**config.mk**
```make
export PLATFORM = sky130hd
export DESIGN_NAME = ex_alu_cond_unit_flat
export DESIGN_NICKNAME = d
export VERILOG_FILES = /design/src/rtl/ex_alu_cond_unit_if.sv /design/src/rtl/ex_alu_cond_unit.sv /design/src/flat_wrapper.sv
export SDC_FILE = /design/constraint.sdc
export NUM_CORES = 1
export LEC_CHECK = 0
export ABC_AREA = 1
export CAP_MARGIN = 30
export CELL_PAD_IN_SITES_DETAIL_PLACEMENT = 1
export CELL_PAD_IN_SITES_GLOBAL_PLACEMENT = 1
export CORE_UTILIZATION = 35
export CTS_CLUSTER_DIAMETER = 40
export DETAILED_ROUTE_END_ITERATION = 7
export GPL_TIMING_DRIVEN = 0
export PLACE_DENSITY = 0.95
export SLEW_MARGIN = 5
export SYNTH_ARGS = -nofsm -noshare
export SYNTH_HDL_FRONTEND = slang
export SYNTH_SLANG_ARGS = --single-unit
```
**constraint.sdc**
```tcl
create_clock -name CLK -period 9.2 [get_ports CLK]
set_clock_uncertainty 0.1 [all_clocks]
set_input_delay 1.84 -clock CLK [delete_from_list [all_inputs] [get_ports CLK]]
set_output_delay 1.84 -clock CLK [all_outputs]
set_load 0.01 [all_outputs]
```
**src/rtl/ex_alu_cond_unit_if.sv**
```systemverilog
// Execute-stage operand/control bundle for ex_alu_cond_unit.
// The master side (ID/EX register) drives operands; the slave side (the unit) returns results.
interface ex_alu_cond_unit_if;
  logic [31:0] alu_a;
  logic [31:0] alu_b;
  logic [3:0]  alu_op;
  logic        s_bit;
  logic        shifter_carry;
  logic [3:0]  cond;
  logic        b_instr;
  logic        bl_instr;
  logic [31:0] pc_in;
  logic [23:0] imm24;
  logic [31:0] alu_out;
  logic [3:0]  alu_flags;
  logic [3:0]  flags;
  logic        cond_true;
  logic        no_write;
  logic        branch_taken;
  logic        link_write;
  logic [31:0] branch_target;

  modport master (
    output alu_a, alu_b, alu_op, s_bit, shifter_carry, cond,
           b_instr, bl_instr, pc_in, imm24,
    input  alu_out, alu_flags, flags, cond_true, no_write,
           branch_taken, link_write, branch_target
  );

  modport slave (
    input  alu_a, alu_b, alu_op, s_bit, shifter_carry, cond,
           b_instr, bl_instr, pc_in, imm24,
    output alu_out, alu_flags, flags, cond_true, no_write,
           branch_taken, link_write, branch_target
  );
endinterface

```
**src/rtl/ex_alu_cond_unit.sv**
```systemverilog
// Execute-stage slice: 16-op ALU with NZCV, branch-target adder and condition check.
// The registered NZCV is the only state; everything else is combinational.
module ex_alu_cond_unit (
  input  logic              CLK,
  input  logic              CLR,
  ex_alu_cond_unit_if.slave bus
);

  logic [3:0]  flags_q;
  logic [3:0]  flags_d;
  logic [31:0] add_x;
  logic [31:0] add_y;
  logic        add_cin;
  logic        is_arith;
  logic [32:0] add_sum;
  logic [31:0] result;
  logic        c_out;
  logic        v_out;
  logic        cond_pass;
  logic        n_f, z_f, c_f, v_f;

  assign {n_f, z_f, c_f, v_f} = flags_q;

  // Every arithmetic opcode maps onto one adder; subtraction is x + ~y + cin.
  always_comb begin
    add_x    = bus.alu_a;
    add_y    = bus.alu_b;
    add_cin  = 1'b0;
    is_arith = 1'b1;
    case (bus.alu_op)
      4'd2, 4'd10: begin add_y = ~bus.alu_b; add_cin = 1'b1; end
      4'd3:        begin add_x = bus.alu_b; add_y = ~bus.alu_a; add_cin = 1'b1; end
      4'd4, 4'd11: add_cin = 1'b0;
      4'd5:        add_cin = c_f;
      4'd6:        begin add_y = ~bus.alu_b; add_cin = c_f; end
      4'd7:        begin add_x = bus.alu_b; add_y = ~bus.alu_a; add_cin = c_f; end
      default:     is_arith = 1'b0;
    endcase
  end

  assign add_sum = {1'b0, add_x} + {1'b0, add_y} + {32'd0, add_cin};

  always_comb begin
    result = add_sum[31:0];
    case (bus.alu_op)
      4'd0, 4'd8: result = bus.alu_a & bus.alu_b;
      4'd1, 4'd9: result = bus.alu_a ^ bus.alu_b;
      4'd12:      result = bus.alu_a | bus.alu_b;
      4'd13:      result = bus.alu_b;
      4'd14:      result = bus.alu_a & ~bus.alu_b;
      4'd15:      result = ~bus.alu_b;
      default:    result = add_sum[31:0];
    endcase
  end

  // Logical ops take C from the shifter and leave V as it was.
  assign c_out = is_arith ? add_sum[32] : bus.shifter_carry;
  assign v_out = is_arith ? ((add_x[31] == add_y[31]) && (add_sum[31] != add_x[31])) : v_f;

  always_comb begin
    cond_pass = 1'b0;
    case (bus.cond)
      4'd0:    cond_pass = z_f;
      4'd1:    cond_pass = ~z_f;
      4'd2:    cond_pass = c_f;
      4'd3:    cond_pass = ~c_f;
      4'd4:    cond_pass = n_f;
      4'd5:    cond_pass = ~n_f;
      4'd6:    cond_pass = v_f;
      4'd7:    cond_pass = ~v_f;
      4'd8:    cond_pass = c_f & ~z_f;
      4'd9:    cond_pass = ~c_f | z_f;
      4'd10:   cond_pass = (n_f == v_f);
      4'd11:   cond_pass = (n_f != v_f);
      4'd12:   cond_pass = ~z_f & (n_f == v_f);
      4'd13:   cond_pass = z_f | (n_f != v_f);
      4'd14:   cond_pass = 1'b1;
      default: cond_pass = 1'b0;
    endcase
  end

  always_comb begin
    flags_d = flags_q;
    if (bus.s_bit && cond_pass) begin
      flags_d = bus.alu_flags;
    end
  end

  always_ff @(posedge CLK) begin
    if (CLR) begin
      flags_q <= 4'b0000;
    end else begin
      flags_q <= flags_d;
    end
  end

  assign bus.alu_out       = result;
  assign bus.alu_flags     = {result[31], (result == 32'd0), c_out, v_out};
  assign bus.flags         = flags_q;
  assign bus.cond_true     = cond_pass;
  assign bus.no_write      = (bus.alu_op[3:2] == 2'b10);
  assign bus.branch_taken  = (bus.b_instr | bus.bl_instr) & cond_pass;
  assign bus.link_write    = bus.bl_instr & cond_pass;
  assign bus.branch_target = bus.pc_in + {{6{bus.imm24[23]}}, bus.imm24, 2'b00};

endmodule

```
**src/flat_wrapper.sv**
```systemverilog
// flat-port wrapper written by rule: the top's interface ports become plain ports
module ex_alu_cond_unit_flat 
  (CLK, CLR, bus_alu_a, bus_alu_b, bus_alu_op, bus_s_bit, bus_shifter_carry, bus_cond, bus_b_instr, bus_bl_instr, bus_pc_in, bus_imm24, bus_alu_out, bus_alu_flags, bus_flags, bus_cond_true, bus_no_write, bus_branch_taken, bus_link_write, bus_branch_target);
  ex_alu_cond_unit_if bus_i ();
  input  logic CLK;
  input  logic CLR;
  input wire logic [$bits(bus_i.alu_a)-1:0] bus_alu_a;
  input wire logic [$bits(bus_i.alu_b)-1:0] bus_alu_b;
  input wire logic [$bits(bus_i.alu_op)-1:0] bus_alu_op;
  input wire logic [$bits(bus_i.s_bit)-1:0] bus_s_bit;
  input wire logic [$bits(bus_i.shifter_carry)-1:0] bus_shifter_carry;
  input wire logic [$bits(bus_i.cond)-1:0] bus_cond;
  input wire logic [$bits(bus_i.b_instr)-1:0] bus_b_instr;
  input wire logic [$bits(bus_i.bl_instr)-1:0] bus_bl_instr;
  input wire logic [$bits(bus_i.pc_in)-1:0] bus_pc_in;
  input wire logic [$bits(bus_i.imm24)-1:0] bus_imm24;
  output wire logic [$bits(bus_i.alu_out)-1:0] bus_alu_out;
  output wire logic [$bits(bus_i.alu_flags)-1:0] bus_alu_flags;
  output wire logic [$bits(bus_i.flags)-1:0] bus_flags;
  output wire logic [$bits(bus_i.cond_true)-1:0] bus_cond_true;
  output wire logic [$bits(bus_i.no_write)-1:0] bus_no_write;
  output wire logic [$bits(bus_i.branch_taken)-1:0] bus_branch_taken;
  output wire logic [$bits(bus_i.link_write)-1:0] bus_link_write;
  output wire logic [$bits(bus_i.branch_target)-1:0] bus_branch_target;
  assign bus_i.alu_a = bus_alu_a;
  assign bus_i.alu_b = bus_alu_b;
  assign bus_i.alu_op = bus_alu_op;
  assign bus_i.s_bit = bus_s_bit;
  assign bus_i.shifter_carry = bus_shifter_carry;
  assign bus_i.cond = bus_cond;
  assign bus_i.b_instr = bus_b_instr;
  assign bus_i.bl_instr = bus_bl_instr;
  assign bus_i.pc_in = bus_pc_in;
  assign bus_i.imm24 = bus_imm24;
  assign bus_alu_out = bus_i.alu_out;
  assign bus_alu_flags = bus_i.alu_flags;
  assign bus_flags = bus_i.flags;
  assign bus_cond_true = bus_i.cond_true;
  assign bus_no_write = bus_i.no_write;
  assign bus_branch_taken = bus_i.branch_taken;
  assign bus_link_write = bus_i.link_write;
  assign bus_branch_target = bus_i.branch_target;
  ex_alu_cond_unit u_core (.CLK(CLK), .CLR(CLR), .bus(bus_i));
endmodule
```
---- Word level (Yosys, flattened, before mapping) ----
Index checks and enable logic that the tools add are counted.
word-level totals
  bits in registers ....................... 4
  input port bits ......................... 134
  output and inout bits ................... 76
  word-level logic and storage cells ...... 75
cells by class
  add/subtract/negate cells ............... 3
  equal/unequal tests ..................... 34
  multiplexer cells ....................... 8
  bitwise operators ....................... 17
  reductions and logical operators ........ 12
operator list
  operator                                             number
  one-hot mux 32 bit (6 select lines)                  1
  bitwise AND 32 bit                                   2
  inverter 32 bit                                      2
  one-hot mux 32 bit (2 select lines)                  1
  equality test 4 bit, second input constant           15
  adder 32 x 32 -> 33 bit                              1
  adder 33 x 1 -> 33 bit                               1
  adder 32 bit                                         1
  equality test 4 x 3 -> 1 bit, second input constant  8
  logical NOT 32 bit                                   1
  2-to-1 mux 32 bit                                    1
  OR 32 bit                                            1
  bitwise XOR 32 bit                                   1
  equality test 4 x 2 -> 1 bit, second input constant  4
  one-hot mux 1 bit (15 select lines)                  1
  OR reduction 3 bit                                   3
  equality test 4 x 1 -> 1 bit, second input constant  2
  logical NOT 4 bit                                    2
  OR reduction 8 bit                                   1
  OR reduction 2 bit                                   3
  bitwise AND 1 bit                                    4
  inverter 1 bit                                       4
  2-to-1 mux 1 bit                                     3
  OR 1 bit                                             3
  other kinds (5)                                      8

---- Logic depth before layout (Yosys ltp) ----
Gate-level depths: netlist (run 1).
  word-level depth ........................ 8
  gate-level depth with buffers ........... 26
  depth with buffers taken out ............ 25

---- Worst setup path before layout (run 1) ----
Ideal clock, no wire load.
  path kind ............................... input to output
  from .................................... in bus_alu_op[1]
  to ...................................... out bus_alu_flags[2]
  arrival time ............................ 4920 ps
  data required time ...................... 7260 ps
  setup slack ............................. 2340 ps
  stages on the path ...................... 22
  path buffers ............................ 2
  cells stage by stage .................... nand2_1 > nor2_1 > inv_1 > clkbuf_1 > clkbuf_1 > a31o_2 > fa_1 > inv_1 > fa_1 > inv_1 > nand3_1 > nand2_1 > nand3_1 > nand3_1 > or2_2 > nand3_1 > nand2_1 > nor2_1 > nand3_1 > nor2_1 > nand3_1 > inv_1
on the way
  word-level cells in the longest chain between the ends .. 7
  elaborated cells between the ends (all ways) .. 27
  those cells by class .................... add/sub (2); eq/ne (13); mux (4); reduce/logical (8)
ends and longest elaborated chain
  element                                                                   RTL line                source
  start: declaration                                                        flat_wrapper.sv:9       input wire logic [$bits(bus_i.alu_op)-1:0] bus_alu_op;
  equality test 4 x 2 -> 1 bit (tied with other cells)                      ex_alu_cond_unit.sv:30  case (bus.alu_op)
  OR reduction 3 bit (no line) or OR reduction 2 bit (tied branches)        n/a
  one-hot mux 32 bit (2 select lines) or 2-to-1 mux 32 bit (tied branches)  ex_alu_cond_unit.sv:30
  adder 32 x 32 -> 33 bit                                                   ex_alu_cond_unit.sv:41  assign add_sum = {1'b0, add_x} + {1'b0, add_y} + {32'd0, add_cin};
  adder 33 x 1 -> 33 bit                                                    ex_alu_cond_unit.sv:41
  one-hot mux 32 bit (6 select lines) *                                     ex_alu_cond_unit.sv:45  case (bus.alu_op)
  named net bus_alu_out[12]                                                 flat_wrapper.sv:17      output wire logic [$bits(bus_i.alu_out)-1:0] bus_alu_out;
  logical NOT 32 bit *                                                      ex_alu_cond_unit.sv:98  assign bus.alu_flags = {result[31], (result == 32'd0), c_out, v_out};
  end: declaration                                                          flat_wrapper.sv:18      output wire logic [$bits(bus_i.alu_flags)-1:0] bus_alu_flags;
The timed path passes the listed nets; every way through them passes the cells marked *.

---- Worst setup path in the final report (run 1) ----
  from .................................... in bus_alu_op[1]
  to ...................................... out bus_alu_flags[2]
on the way
  word-level cells in the longest chain between the ends .. 7
  elaborated cells between the ends (all ways) .. 27
  those cells by class .................... add/sub (2); eq/ne (13); mux (4); reduce/logical (8)
ends and longest elaborated chain
  element                                                                   RTL line
  equality test 4 x 2 -> 1 bit (tied with other cells)                      ex_alu_cond_unit.sv:30
  OR reduction 3 bit (no line) or OR reduction 2 bit (tied branches)        n/a
  one-hot mux 32 bit (2 select lines) or 2-to-1 mux 32 bit (tied branches)  ex_alu_cond_unit.sv:30
  adder 32 x 32 -> 33 bit                                                   ex_alu_cond_unit.sv:41
  adder 33 x 1 -> 33 bit                                                    ex_alu_cond_unit.sv:41
  one-hot mux 32 bit (6 select lines) *                                     ex_alu_cond_unit.sv:45
  logical NOT 32 bit *                                                      ex_alu_cond_unit.sv:98
Mark *: on every way between the ends. The rest lies on a longest branch, timed or not.

==> reports/qor.yml, run 1 <==
clocking:
  numCtsBuffers: 3
  h-tree-depth: 1
  clk_pin_slew_ps: 30
  cts_tree: "built"
  cts.sinks: 4
  clockBufferDepth: 2
  cts-root-buf: "clkbuf_16"
  cts_hold_repair.buffers: 0
  insertion_delay_ps: 230
timing:
  setup_viol: 0
  max_slew_margin_pct: 43.7
  worst_pin_slew_ps: 845
  min_period_ps: 9060
  max_freq_ghz: 0.110
  drv_slew: 0
  min_period_over_period_pct: 98.4
  hold_viol_final: 0
die:
  die_x_um: 148
  die_area_um2: 21900
  coreArea_um2: 20600
  chipHeight_um: 148
  row_count: 52
  io_pins: 210
  start_util_pct: 36.2
placed_design:
  dp.cells: 1890
  portBuffers: 205
  hpwl_mm: 31.6
  place_congestion: 0.970
run:
  maxCapViolations: 0
outcome:
  status: "finished, final reports clean"
yosys:
  yosys-mux-area-fraction_pct: 0
  synth-simple-area-share_pct: 36.3
  syn_avg_cell_area_um2: 5.26
  ys.warnings.count: 0
  synth.most_common_cell: "nand2_1"
  synth-seq-cells: 4
  ys_top_cells_by_count: "435 x nand2_1, 256 x inv_1, 108 x nor2_1, 92 x ha_1, 83 x nand3_1"
  synth.yosys.seq_area_share_pct: 1.08
  yosysTopAreaCellShare_pct: 21.9
  synth.distinct_cells: 47
  syn-num-nets: 1644
  synth_area_leaders: "nand2_1 22%, ha_1 15%, inv_1 13%"
  synth-compound-area-share_pct: 24.4
  synth_cells: 1415
  async_flop_share_pct: 0
  synth_ff_type: "dfxtp_1"
  synth-edff-count: 0
  synth_top_family_by_area: "simple AND/OR/NAND/NOR gates"
  synth_area_um2: 7440
  synth_xor_area_share_pct: 6.00
  synth.largest_area_cell: "nand2_1"
  synthAdderAreaFrac_pct: 16.3
critical_path:
  path_class: "primary input to output port"
  critical_path_required_ps: 7260
  crit_top_cell: "nand2_1"
  worstSetupStartpointType: "primary input"
  worstPathArrival_ps: 7120
  max_stage_delay_ps: 600
  crit_buf_inv: 7
  cp-end-kind: "output port"
  critical_path.max_fanout: 7
  critPathTopFamily: "simple AND/OR/NAND/NOR gates"
  worst_path_max_delay_cell: "clkdlybuf4s50_1"
routing:
  ant_nets: 0
  drc: 0
  dr_total_vias: 10900
  wire_per_inst_um: 20.0
  vias_per_cell: 5.74
  wl_mm: 37.9
  drt_iter0_markers: 902
  drt-pass1-iter-count: 7
global_route:
  antenna_found_initial: 0
  grt_pass1_vias: 11200
  overflow: 0
  grt.busiest_layer: "met2"
  grt_pass1_wl_mm: 58.3
  grt_usage_pct: 33.6
  met3_usage_pct: 4.04
  met1_usage_pct: 39.2
  gr-usage-met2_pct: 59.9
  grt_max_degree: 13
worst_hold_path:
  hp-class: "flip-flop to flip-flop"
pwr:
  power.leakage_nw: 5.18
  power.total_mw: 0.953
  power_density_nw_per_um2: 95.6
  ir_drop_mv: 0.0432
layout:
  synthToLayoutAreaGrowth_pct: 34.0
  largest_reg_flops: 4
  fin_cells: 1898
  layout-drive-gt1-share_pct: 4.91
  layout.nets: 1859
  n_antenna_cell: 0
  n_fill_cell: 3003
[final timing paths]
kind	end	start	slack [ps]	cells past startpoint
worst max-delay path	bus_alu_flags[2]	bus_alu_op[1]	140	28
worst max register to register	u_core.bus.flags[2]	u_core.bus.flags[1]	4750	22
worst min-delay path	u_core.bus.flags[2]	u_core.bus.flags[2]	500	2
worst min register to register	u_core.bus.flags[2]	u_core.bus.flags[2]	500	2
[metrics by stage]
stage / hold slack [ps] / setup WS [ps] / setup TNS (ps) / area, um^2 / util (%)
final: 502 / 143 / 0 / 9970 / 48.5
after global routing: 520 / -43.0 / -43.0 / 9970 / 48.5
after global placement: 439 / -214 / -214 / 9830 / 47.8
after detailed placement: 443 / -375 / -375 / 9830 / 47.8
after CTS: 501 / 24.5 / 0 / 9910 / 48.2
after floorplan: 432 / 2340 / 0 / 7440 / -
[worst min-delay path, stage by stage (launching register included)]
cell and delay [ps]:
dfxtp_1 340, o21bai_1 150, a21oi_1 50
[cell usage in the layout (no fill, tap or decap), drive strengths merged, types with 3 or more instances in the layout]
cell / instances
a31o: 31
o211ai: 22
a211oi: 8
o21bai: 3
a21o: 3
nand2: 437
xor2: 39
nand3b: 6
a31oi: 5
clkdlybuf4s50: 205
nor3: 12
nor2: 110
clkbuf: 28
inv: 259
a21oi: 74
buf: 25
nand3: 83
o2bb2ai: 5
xnor2: 12
o21a: 3
or2: 3
nand4: 12
dfxtp: 4
fa: 3
o221ai: 3
o22ai: 45
ha: 92
o21ai: 85
[cells by family after synthesis]
family,after synthesis
fa+ha+maj,95
simple gates,666
flops,4
compound gates,294
xor+xnor,51
buf+inv,305
[power by group]
part	leakage, nW	internal, mW	switching (mW)
Sequential	0.0329	0.0195	0.00309
Clock	0.0370	0.0556	0.0136
Combinational	5.11	0.360	0.501
[layout make-up]
cell class / count / area, um^2 / area share (%)
inverters: 260 / 980 / 9.82
multi-input cells: 1106 / 6190 / 62.1
clock buffers: 3 / 75.1 / 0.753
well taps: 270 / 338 / 3.39
plain buffers: 44 / 215 / 2.16
flip-flops and latches: 4 / 80.1 / 0.803
repair buffers: 211 / 2100 / 21.0
[repair_timing]
item,4_1_cts,5_1_grt
endpoints found under the setup margin,1,1
pin swaps,0,1
setup buffers,0,6
gates resized for setup,3,9
[metal layers]
metal	wire length [um]	vias to the layer above
met5	0	-
met4	1980	0
met3	3190	147
met2	18100	544
met1	14600	5162
li1	-	5039
Power figures use the tool's default switching activity.
==> inputs of run 2 (changes only) <==
==> constraint.sdc (replaced) <==
create_clock -name CLK -period 10.65 [get_ports CLK]
set_clock_uncertainty 0.1 [all_clocks]
set_input_delay 2.13 -clock CLK [delete_from_list [all_inputs] [get_ports CLK]]
set_output_delay 2.13 -clock CLK [all_outputs]
set_load 0.01 [all_outputs]
==> run 2 against run 1 <==
Against the previous run:
- worst hold slack gained 4.3 ps
- sequential power shrank 14%
- clock-buffer cell count is the same
- cell count shrank 0.26%
- via count shrank 0.47%
- clock power shrank 14%
==> reports/qor.yml, run 2 (synthesis gave the netlist of run 1 again) <==
outcome:
  status: "finished, final reports clean"
global_route:
  antenna_found_initial: 0  # unchanged
  grt_pass1_wl_mm: 58.3  # about the same
  grt_pass1_vias: 11200  # +0.080%
  grt_max_degree: 11  # -2
  overflow: 0  # unchanged
  grt_usage_pct: 33.6  # about the same
clocking:
  post_cts_resized: 0  # -3
  cts-root-buf: "clkbuf_16"
  clockBufferDepth: 2  # unchanged
  h-tree-depth: 1  # unchanged
  postCtsSetupBuffers: 0  # unchanged
  cts_hold_repair.buffers: 0  # unchanged
  insertion_delay_ps: 230  # about the same
  cts_tree: "built"
  numCtsBuffers: 3  # unchanged
  clk_pin_slew_ps: 30  # about the same
  cts.sinks: 4  # unchanged
critical_path:
  path_class: "primary input to output port"
  critical_path_required_ps: 8420  # +1160 ps
  worstSetupStartpointType: "primary input"
  critical_path.max_fanout: 10  # +3
  worstPathArrival_ps: 8130  # +1010 ps
  cp-end-kind: "output port"
timing:
  rsz0062_at_grt: "false"
  drv_slew: 0  # unchanged
  setup_ws_ps: 291  # +148 ps
  min_period_over_period_pct: 97.3
  fin_tns_setup_ps: 0  # unchanged
  max_freq_ghz: 0.0965
  hold_viol_final: 0  # unchanged
  min_period_ps: 10360
  worst_pin_slew_ps: 902  # +57.3 ps
  setup_viol: 0  # unchanged
  max_slew_margin_pct: 39.9  # -3.8 points
layout:
  layout.cells.most_common: "nand2_1"
  final_cell_mix: "435 x nand2_1, 256 x inv_1, 205 x clkdlybuf4s50_1, 108 x nor2_1, 92 x ha_1"
  largest_reg_flops: 4  # unchanged
  n_antenna_cell: 0  # unchanged
  layout.nets: 1854  # -0.27%
  layout-drive-gt1-share_pct: 4.07  # -0.85 points
  synthToLayoutAreaGrowth_pct: 33.1
routing:
  wl_mm: 37.6  # -0.79%
  drt_iter0_markers: 865  # -4.1%
  drc: 0  # unchanged
  drt-pass1-iter-count: 7  # unchanged
  wire_per_inst_um: 19.9  # -0.53%
  vias_per_cell: 5.73  # -0.21%
  ant_nets: 0  # unchanged
  dr_total_vias: 10800  # -0.47%
die:
  die_x_um: 148  # unchanged
  die_area_um2: 21900  # unchanged
  chipHeight_um: 148  # unchanged
  start_util_pct: 36.2  # unchanged
  row_count: 52  # unchanged
  io_pins: 210  # unchanged
  coreArea_um2: 20600  # unchanged
pwr:
  power_density_nw_per_um2: 82.8  # -13%
  power.leakage_nw: 5.14  # -0.68%
  p_sw_mw: 0.446  # -14%
  ir_drop_mv: 0.0370  # -14%
  pwr-share-clk_pct: 7.3  # about the same
  combPwrFrac_pct: 90.3  # about the same
  p_int_mw: 0.375  # -14%
  sequentialPowerShare_pct: 2.4  # about the same
  sw_frac_of_total_pct: 54.3  # about the same
placed_design:
  portBuffers: 205  # unchanged
  place_congestion: 0.970  # unchanged
  pre_cts_slack_ps: 495  # +870 ps
  hpwl_mm: 31.6  # unchanged
run:
  maxCapViolations: 0  # unchanged
worst_hold_path:
  hp-class: "flip-flop to flip-flop"
==> run 2: changes by cell type in the layout (fill, tap and decap cells not counted), moves of 2 or more <==
cell      before  now
buf_4         13    7
clkbuf_1      22   26
clkbuf_2       3    0
nor2_1       106  108
==> run 2: metrics by stage <==
| stage | hold WS [ps] | power [mW] | cells | util [%] | area [um^2] |
|---|---|---|---|---|---|
| after floorplan | 432 | 0.420 | 1415 | - | 7440 |
| after global placement | 439 | 0.714 | 1890 | 47.8 | 9830 |
| after detailed placement | 443 | 0.745 | 1890 | 47.8 | 9830 |
| after CTS | 501 | 0.808 | 1893 | 48.2 | 9910 |
| after global routing | 520 | 0.881 | 1893 | 48.2 | 9910 |
| final | 506 | 0.820 | 1893 | 48.2 | 9910 |
==> run 2: routing by layer <==
metal	up-vias	GRT usage [%]	wire [um]
met5	-	0	0
met4	0	17.7	2090
met3	153	4.01	2910
met2	527	59.9	17800
met1	5128	39.3	14800
li1	5033	-	-
==> run 2: power groups by stage <==
stage,clock network (mW),logic (mW),registers (mW)
3_5_place_dp,0,0.725,0.0196
4_1_cts,0.0606,0.728,0.0195
5_1_grt,0.0609,0.801,0.0197
6_report,0.0598,0.741,0.0195
2_1_floorplan,0,0.401,0.0197
3_3_place_gp,0,0.695,0.0195
==> run 2: final timing paths <==
kind                  startpoint                   to  cells after the start  slack, ps
max                bus_alu_op[1]     bus_alu_flags[2]                     27        290
max reg2reg  u_core.bus.flags[1]  u_core.bus.flags[2]                     22       6200
min reg2reg  u_core.bus.flags[2]  u_core.bus.flags[2]                      2        510
min          u_core.bus.flags[2]  u_core.bus.flags[2]                      2        510
==> run 2: layout make-up <==
class | count | area (um^2)
inverters | 260 | 976
plain buffers | 45 | 215
repair buffers | 205 | 2050
well taps | 270 | 338
multi-input cells | 1106 | 6170
flip-flops and latches | 4 | 80.1
fillers | 3006 | 10700
clock buffers | 3 | 75.1
==> run 2: critical path, stage by stage <==
cell	delay [ps]
clkdlybuf4s50_1	600
nand2_1	110
nor2_1	540
inv_1	160
clkbuf_1	330
clkbuf_1	400
a31o_2	350
fa_1	490
inv_1	90
fa_1	210
inv_1	120
nand3_1	80
nand2_1	190
nand2_1	110
nand2_1	130
nand2_1	110
nand2_1	100
nand2_1	180
nand3_1	110
nand3_1	110
nand2_1	90
nor2_1	130
nand2_1	90
nor2_1	210
nand3_1	260
inv_1	120
clkdlybuf4s50_1	570
==> inputs of run 3 (changes only) <==
--- a/config.mk
+++ b/config.mk
@@ -13,6 +13,7 @@
 export CTS_CLUSTER_DIAMETER = 40
 export DETAILED_ROUTE_END_ITERATION = 7
 export GPL_TIMING_DRIVEN = 0
+export MAX_ROUTING_LAYER = met4
 export PLACE_DENSITY = 0.95
 export SLEW_MARGIN = 5
 export SYNTH_ARGS = -nofsm -noshare
==> run 3 against run 2 <==
Against the previous run:
- non-clock buffer count unchanged
- cell count is the same
- worst hold slack worse by 34 ps
- combinational power is essentially flat
- register-to-register slack gained 170 ps
- clock power is 1% higher
- largest cell class unchanged
==> reports/qor.yml, run 3 (synthesis gave the netlist of run 1 again) <==
worst_hold_path:
  hp-class: "flip-flop to flip-flop"
  hold_depth: 2  # unchanged
timing:
  max_freq_ghz: 0.0977  # +1.3%
  hold_viol_final: 0  # unchanged
  setup_viol: 0  # unchanged
  max_slew_margin_pct: 37.9  # -1.9 points
  worst_pin_slew_ps: 931  # +29.0 ps
  min_period_ps: 10230  # -129 ps
  fin_tns_setup_ps: 0  # unchanged
  rsz0062_at_grt: "false"
  drv_slew: 0  # unchanged
  min_period_over_period_pct: 96.1  # -1.2 points
layout:
  synthToLayoutAreaGrowth_pct: 33.1  # unchanged
  layout-drive-gt1-share_pct: 4.07  # unchanged
  n_antenna_cell: 0  # unchanged
  largest_reg_flops: 4  # unchanged
  final_cell_mix: "435 x nand2_1, 256 x inv_1, 205 x clkdlybuf4s50_1, 108 x nor2_1, 92 x ha_1"
  layout.nets: 1854  # unchanged
  layout.cells.most_common: "nand2_1"
  n_fill_cell: 2935  # -2.4%
  design_area_um2: 9910  # unchanged
routing:
  drt-pass1-iter-count: 5  # -2
  wl_mm: 37.1  # -1.3%
  drc: 0  # unchanged
  ant_nets: 0  # unchanged
  drt_iter0_markers: 664  # -23%
  wire_per_inst_um: 19.6  # -1.3%
  vias_per_cell: 5.67  # -0.97%
  dr_total_vias: 10700  # -0.97%
critical_path:
  critical_path_required_ps: 8420  # about the same
  worst-r2r-cell-count: 22  # unchanged
  worstPathArrival_ps: 8000  # -130 ps
  cp-end-kind: "output port"
  critical_path.max_fanout: 10  # unchanged
  worstSetupStartpointType: "primary input"
  path_class: "primary input to output port"
placed_design:
  dpl-instance-area_um2: 9830  # unchanged
  portBuffers: 205  # unchanged
  hpwl_mm: 31.3  # -1.0%
  place_congestion: 0.991  # +2.1%
die:
  die_x_um: 148  # unchanged
  die_area_um2: 21900  # unchanged
  row_count: 52  # unchanged
  coreArea_um2: 20600  # unchanged
  io_pins: 210  # unchanged
  start_util_pct: 36.2  # unchanged
  chipHeight_um: 148  # unchanged
global_route:
  grt_pass1_wl_mm: 57.1  # -2.1%
  grt_usage_pct: 34.2  # +0.51 points
  grt_pass1_vias: 11000  # -2.0%
  overflow: 0  # unchanged
  grt_max_degree: 11  # unchanged
  antenna_found_initial: 0  # unchanged
clocking:
  cts.sinks: 4  # unchanged
  cts-root-buf: "clkbuf_16"
  h-tree-depth: 1  # unchanged
  clk_pin_slew_ps: 30  # about the same
  numCtsBuffers: 3  # unchanged
  cts_hold_repair.buffers: 0  # unchanged
  cts_tree: "built"
  clockBufferDepth: 2  # unchanged
  postCtsSetupBuffers: 0  # unchanged
  post_cts_resized: 0  # unchanged
  insertion_delay_ps: 230  # about the same
run:
  maxCapViolations: 0  # unchanged
pwr:
  power.leakage_nw: 5.14  # unchanged
  ir_drop_mv: 0.0413  # +12%
  power_density_nw_per_um2: 82.7  # -0.15%
outcome:
  status: "finished, final reports clean"
==> run 3: final timing paths <==
check	from	endpoint	slack (ps)
setup / recovery	bus_alu_op[1]	bus_alu_flags[2]	420
hold / removal	u_core.bus.flags[3]	u_core.bus.flags[3]	470
setup reg to reg	u_core.bus.flags[1]	u_core.bus.flags[2]	6370
hold reg to reg	u_core.bus.flags[3]	u_core.bus.flags[3]	470
==> run 3: layout make-up <==
cell class / count / area [um^2] / share of cell area, %
Multi-Input combinational cell: 1106 / 6170 / 62.3
Timing Repair Buffer: 205 / 2050 / 20.7
Inverter: 260 / 976 / 9.85
Tap cell: 270 / 338 / 3.41
Buffer: 45 / 215 / 2.17
Sequential cell: 4 / 80.1 / 0.808
Clock buffer: 3 / 75.1 / 0.758
==> run 3: stage by stage <==
stage	power (mW)	cells	setup WS [ps]	utilization, %	hold slack [ps]
final	0.819	1893	419	48.2	472
after CTS	0.808	1893	525	48.2	469
after detailed placement	0.743	1890	544	47.8	449
after global routing	0.879	1893	206	48.2	492
after global placement	0.715	1890	663	47.8	440
after floorplan	0.420	1415	3210	-	432
==> run 3: metal layers <==
metal / wire length [um] / GRT usage, % / up-vias
met3: 2960 / 4.85 / 123
met1: 14500 / 38.0 / 5119
met5: 0 / - / -
met2: 17900 / 60.0 / 464
li1: - / - / 5030
met4: 1800 / 15.9 / 0
==> run 3: worst max-delay path, stage by stage <==
cell and delay (ps):
clkdlybuf4s50_1 590, nand2_1 100, nor2_1 520, inv_1 160
clkbuf_1 320, clkbuf_1 360, a31o_2 330, fa_1 500
inv_1 100, fa_1 210, inv_1 110, nand3_1 80
nand2_1 190, nand3_1 130, nand3_1 210, or2_2 340
nand3_1 90, nand2_1 120, nor2_1 100, nand3_1 110
nor2_1 240, nand3_1 270, inv_1 130, clkdlybuf4s50_1 540
==> run 3: report_power, final <==
group	total [mW]	switching, mW	internal, mW
registers	0.0196	0.00276	0.0169
logic	0.739	0.429	0.310
clock network	0.0606	0.0125	0.0481
